===== config.mk =====
export PLATFORM = sky130hd
export DESIGN_NAME = pipeline_hazard_ctrl
export DESIGN_NICKNAME = d
export VERILOG_FILES = /design/src/rtl/pipeline_hazard_ctrl.sv
export SDC_FILE = /design/constraint.sdc
export NUM_CORES = 1
export LEC_CHECK = 0
export CAP_MARGIN = 20
export CORE_UTILIZATION = 50
export CTS_CLUSTER_SIZE = 40
export DETAILED_ROUTE_END_ITERATION = 12
export PLACE_DENSITY_LB_ADDON = 0.12
export SYNTH_ARGS = -nofsm -noshare
export SYNTH_HDL_FRONTEND = slang
export SYNTH_SLANG_ARGS = --single-unit

===== constraint.sdc =====
create_clock -name clock -period 2.6 [get_ports clock]
set_input_delay 0.52 -clock clock [delete_from_list [all_inputs] [get_ports clock]]
set_output_delay 0.52 -clock clock [all_outputs]
set_load 0.02 [all_outputs]

===== src/rtl/pipeline_hazard_ctrl.sv =====
// Stall/flush sequencer for the 5-stage RV32 pipeline: PC, IF/ID and ID/EX control,
// multi-cycle EX wait, halt drain sequence and saturating stall/flush counters.
module pipeline_hazard_ctrl #(
  parameter int CNT_W        = 32,
  parameter int DRAIN_CYCLES = 3,
  parameter int MC_TIMEOUT   = 64
) (
  input  logic             clock,
  input  logic             reset_n,
  input  logic [4:0]       id_rs1,
  input  logic [4:0]       id_rs2,
  input  logic             id_uses_rs1,
  input  logic             id_uses_rs2,
  input  logic [4:0]       ex_rd,
  input  logic             ex_mem_read,
  input  logic             ex_redirect,
  input  logic             ex_mc_start,
  input  logic             ex_mc_done,
  input  logic             imem_valid,
  input  logic             dmem_busy,
  input  logic             halt_req,
  output logic             pc_write,
  output logic             ifid_write,
  output logic             ifid_flush,
  output logic             idex_flush,
  output logic             back_hold,
  output logic             halted,
  output logic             mc_timeout,
  output logic [CNT_W-1:0] stall_count,
  output logic [CNT_W-1:0] flush_count,
  output logic [1:0]       dbg_state
);

  localparam int TMR_W = (MC_TIMEOUT > 1) ? $clog2(MC_TIMEOUT) : 1;
  localparam int DRN_W = (DRAIN_CYCLES > 1) ? $clog2(DRAIN_CYCLES) : 1;
  localparam logic [TMR_W-1:0] TMR_LAST = TMR_W'(MC_TIMEOUT - 1);
  localparam logic [DRN_W-1:0] DRN_LAST = DRN_W'(DRAIN_CYCLES - 1);

  typedef enum logic [1:0] {
    ST_RUN     = 2'd0,
    ST_EX_WAIT = 2'd1,
    ST_DRAIN   = 2'd2,
    ST_HALTED  = 2'd3
  } state_t;

  state_t           state_q, state_d;
  logic [TMR_W-1:0] timer_q, timer_d;
  logic [DRN_W-1:0] drain_q, drain_d;
  logic             mc_timeout_q, mc_timeout_d;
  logic [CNT_W-1:0] stall_count_q, stall_count_d;
  logic [CNT_W-1:0] flush_count_q, flush_count_d;
  logic             flush_ev;
  logic             lu;

  // Register x0 is hard-wired zero, so a load targeting it never creates a hazard.
  assign lu = ex_mem_read && (ex_rd != 5'd0) &&
              ((id_uses_rs1 && (id_rs1 == ex_rd)) || (id_uses_rs2 && (id_rs2 == ex_rd)));

  always_ff @(posedge clock or negedge reset_n) begin
    if (!reset_n) begin
      state_q       <= ST_RUN;
      timer_q       <= '0;
      drain_q       <= '0;
      mc_timeout_q  <= 1'b0;
      stall_count_q <= '0;
      flush_count_q <= '0;
    end else begin
      state_q       <= state_d;
      timer_q       <= timer_d;
      drain_q       <= drain_d;
      mc_timeout_q  <= mc_timeout_d;
      stall_count_q <= stall_count_d;
      flush_count_q <= flush_count_d;
    end
  end

  // imem_valid is the fetch side's valid; the fetch path sees pc_write as its ready,
  // so an instruction is consumed only in a cycle where both are high.
  always_comb begin
    state_d      = state_q;
    timer_d      = timer_q;
    drain_d      = drain_q;
    mc_timeout_d = mc_timeout_q;
    pc_write     = 1'b0;
    ifid_write   = 1'b0;
    ifid_flush   = 1'b0;
    idex_flush   = 1'b0;
    back_hold    = 1'b0;
    halted       = 1'b0;
    flush_ev     = 1'b0;

    case (state_q)
      ST_RUN: begin
        if (dmem_busy) begin
          back_hold = 1'b1;
        end else if (ex_redirect) begin
          pc_write   = 1'b1;
          ifid_flush = 1'b1;
          idex_flush = 1'b1;
          flush_ev   = 1'b1;
        end else if (ex_mc_start) begin
          back_hold = 1'b1;
          state_d   = ST_EX_WAIT;
          timer_d   = '0;
        end else if (lu) begin
          idex_flush = 1'b1;
        end else if (halt_req) begin
          ifid_flush = 1'b1;
          state_d    = ST_DRAIN;
          drain_d    = '0;
        end else if (!imem_valid) begin
          ifid_flush = 1'b1;
        end else begin
          pc_write   = 1'b1;
          ifid_write = 1'b1;
        end
      end

      ST_EX_WAIT: begin
        timer_d = timer_q + TMR_W'(1);
        if (ex_mc_done) begin
          state_d = ST_RUN;
        end else if (timer_q == TMR_LAST) begin
          mc_timeout_d = 1'b1;
          state_d      = ST_RUN;
        end else begin
          back_hold = 1'b1;
        end
      end

      ST_DRAIN: begin
        ifid_flush = 1'b1;
        idex_flush = 1'b1;
        // A busy data memory stalls the back end, so that cycle drains nothing.
        if (dmem_busy) begin
          back_hold = 1'b1;
        end else if (drain_q == DRN_LAST) begin
          state_d = ST_HALTED;
        end else begin
          drain_d = drain_q + DRN_W'(1);
        end
      end

      ST_HALTED: begin
        halted    = 1'b1;
        back_hold = 1'b1;
      end

      default: state_d = ST_RUN;
    endcase

    if (!reset_n) begin
      pc_write   = 1'b0;
      ifid_write = 1'b0;
      ifid_flush = 1'b1;
      idex_flush = 1'b1;
      back_hold  = 1'b0;
      halted     = 1'b0;
    end
  end

  always_comb begin
    stall_count_d = stall_count_q;
    flush_count_d = flush_count_q;
    if ((state_q != ST_HALTED) && !pc_write && (stall_count_q != '1))
      stall_count_d = stall_count_q + CNT_W'(1);
    if (flush_ev && (flush_count_q != '1))
      flush_count_d = flush_count_q + CNT_W'(1);
  end

  assign mc_timeout  = mc_timeout_q;
  assign stall_count = stall_count_q;
  assign flush_count = flush_count_q;
  assign dbg_state   = state_q;

endmodule


==> metrics.yaml <==
routing:
  ant_nets: 0
  wl_per_cell_um: 14.4
  vias_per_cell: 5.39
  remaining_drc_errors: 0
  routed_wl_um: 9030
  drt-pass1-iter-count: 4
  vias: 3375
  drt_iter0_drc: 120
placed_design:
  hpwl_um: 6620
  post-place-ws_ns: -0.825
  gp_congestion: 0.813
  port_buffers: 98
sta:
  grt_setup_unrepaired: "no"
  setup_ws_ns: 0.0353
  worst_pin_slew_ns: 0.878
  period_minus_slack_ns: 2.56
  max_freq_ghz: 0.390
  finalSetupViolCount: 0
  relSlewSlack: 0.415
  drv_slew: 0
  hold_viol: 0
  period_share: 0.986
  finalClockSkew_ns: 0.0145
logic_synthesis:
  muxShareOfSynthArea: 0.00535
  synth_top_area_share: 0.472
  synth-async-reset-ratio: 1.00
  syn_nets: 418
  ys_warn_count: 0
  synth-seq-cells: 75
  synth_compound_gate_area_share: 0.0768
  synth_area_leader_cell: "dfrtp_1"
  yosysUniqueCellTypes: 50
  yosys.area_share.simple: 0.242
  dominantRegCellSynth: "dfrtp_1"
  netlist_area_um2: 3970
  ys_top_cells_by_area: "dfrtp_1 (47%), xnor2_1 (9.7%), xor2_1 (6.2%)"
  synth_top_family_by_area: "simple AND/OR/NAND/NOR gates"
  syn_area_per_cell_um2: 10.4
  synth_xor_area_frac: 0.159
  synthCells: 383
  yosysSeqAreaShare: 0.472
  synthAdderAreaFrac: 0.0283
  synth-edff-count: 0
worst_setup_path:
  start_kind: "primary input"
  critPathArrivalTime_ns: 2.04
  crit_type: "in2out"
  slowest_delay_ns: 0.54
  critPathMaxFanout: 2
  r2r_start: "stall_count[0]$_DFFE_PN0P_"
  cp_num_cells: 7
  cp_data_required_time_ns: 2.08
  reg2reg_depth: 9
  path_delay_family: "simple AND/OR/NAND/NOR gates"
  cp-startpoint: "ex_rd[1]"
  slowest_stage: "or4_4"
  cp_cell_sequence: "buf_6 > or4_4 > o21ai_4 > a21oi_4 > or4_4 > nand3_2 > buf_6"
  end_kind: "output pin"
  critPathBufInv: 2
finish:
  final_common_cell: "clkdlybuf4s50_1"
  nets: 555
  final_cell_mix: "clkdlybuf4s50_1 (79), dfrtp_1 (75), xnor2_1 (44)"
  syn_to_final_growth_pct: 39.4
  drive_above_1_share: 0.156
  insertedDiodeCount: 0
cts:
  cts_root_buf: "clkbuf_8"
  path_clk_slew_ns: 0.08
  numCtsBuffers: 9
  cts-hold-fix-buffers: 0
  cts_tree: "built"
  cts_max_path_buffers: 2
  clk_latency_ns: 0.33
  cts_htree_levels: 3
  cts_sinks: 75
power_and_ir_drop:
  p_comb_frac: 0.360
  switching_share: 0.333
  p_int_mw: 2.49
  pwr-share-seq: 0.377
  p_leak_nw: 2.43
  p_switching_mw: 1.24
  power_frac_clock: 0.263
  peakVddDrop_uv: 494
  finalPower_mw: 3.73
  power.density_nw_per_um2: 673
global_route:
  antenna_found_initial: 0
  track_usage: 0.231
  grt_pass1_vias: 3248
  grt_max_degree: 70
  grt_overflow: 0
  grt_pass1_wl_um: 15400
hold_path:
  hold_class: "in2async"
run_status:
  status: "finished clean"
job:
  cap_viol_max_count: 0
die:
  die_y_um: 91.2
  chipWidth_um: 91.2
  initial_utilization: 0.517
  io_pins: 99
  rows: 32
  core_area_um2: 7690
  fp.dieArea_um2: 8310
[path summary, 6_finish.rpt]
kind	to	slack [ns]
worst max-delay path	ifid_flush	0.04
worst min-delay path	flush_count[24]$_DFFE_PN0P_	0.02
worst max register to register	stall_count[13]$_DFFE_PN0P_	0.34
worst min register to register	mc_timeout$_DFFE_PN0P_	0.47
max in group asynchronous	flush_count[1]$_DFFE_PN0P_	1.47
min in group clock	mc_timeout$_DFFE_PN0P_	0.47
[power by group through the flow]
stage                     Clock (mW)  Combinational (mW)  Sequential, mW
after CTS                       1.00                1.34            1.40
final                          0.981                1.34            1.41
after detailed placement           0                1.33            1.43
after global placement             0                1.31            1.42
after global routing            1.06                1.48            1.42
after floorplan                    0               0.652            1.53
[cells in the mapped netlist, drive strengths merged (4+ instances only)]
master / number
a21oi: 6
and2: 4
and3: 15
and4: 7
buf: 4
dfrtp: 75
ha: 9
inv: 7
nand2: 41
nand2b: 4
nand3: 27
nand4: 21
nor2: 20
nor2b: 7
nor3: 14
nor4: 5
o21ai: 18
xnor2: 44
xor2: 28
[layout make-up]
class                      instances  area (um2)
clock buffer                      11         141
clock inverter                     4        73.8
fill                             601        2150
inverter                           7        26.3
multi-input combinational        296        2070
sequential                        75        1880
tap                              102         128
timing repair buffer             131        1220
[flip-flops by register name (all words and copies together) (netlist names)]
name         count
flush_count     32
stall_count     32
drain_q          2
timer_q          6
mc_timeout       1
dbg_state        2
[per-layer routing]
metal,vias up,track usage,part of all wire
li1,1622,-,-
met1,1650,0.325,0.47
met2,97,0.365,0.47
met3,6,0.0469,0.060
met4,0,0.0595,0.0075
met5,-,0,0
[worst reg2reg max path: stages, from the launching register on]
cell and delay (ns):
dfrtp_1 0.43, ha_1 0.24, and4_1 0.22, nand3_1 0.18, nor2_2 0.09, a41oi_4 0.25, o211ai_2 0.15, buf_4 0.21
nor3_1 0.24, xnor2_1 0.16
[cell families (layout without fill, tap and decap cells)]
| logic type | Yosys count | in the layout |
|---|---|---|
| AOI/OAI and AO/OA | 41 | 41 |
| buffers and inverters | 12 | 153 |
| and+or+nand+nor | 172 | 172 |
| xor gates and xnor gates | 72 | 72 |
| DFF | 75 | 75 |
| muxes | 2 | 2 |
| adders and majority gates | 9 | 9 |
[metrics by stage]
stage / hold slack, ns / utilization / area (um2) / TNS, ns / instances
6_report: 0.0192 / 0.721 / 5540 / 0 / 626
4_1_cts: 0.0111 / 0.718 / 5520 / -0.0227 / 626
2_1_floorplan: 0.224 / - / 3970 / 0 / 383
5_1_grt: 0.00364 / 0.721 / 5540 / 0 / 626
3_3_place_gp: 0.371 / 0.687 / 5280 / -5.83 / 610
3_5_place_dp: 0.373 / 0.687 / 5280 / -7.60 / 610
[repair_timing]
item	in CTS	in global routing
pin swaps	10	11
setup endpoints to repair	5	4
buffers inserted	1	0
resized for setup	56	6
(Power assumes the default switching activity.)
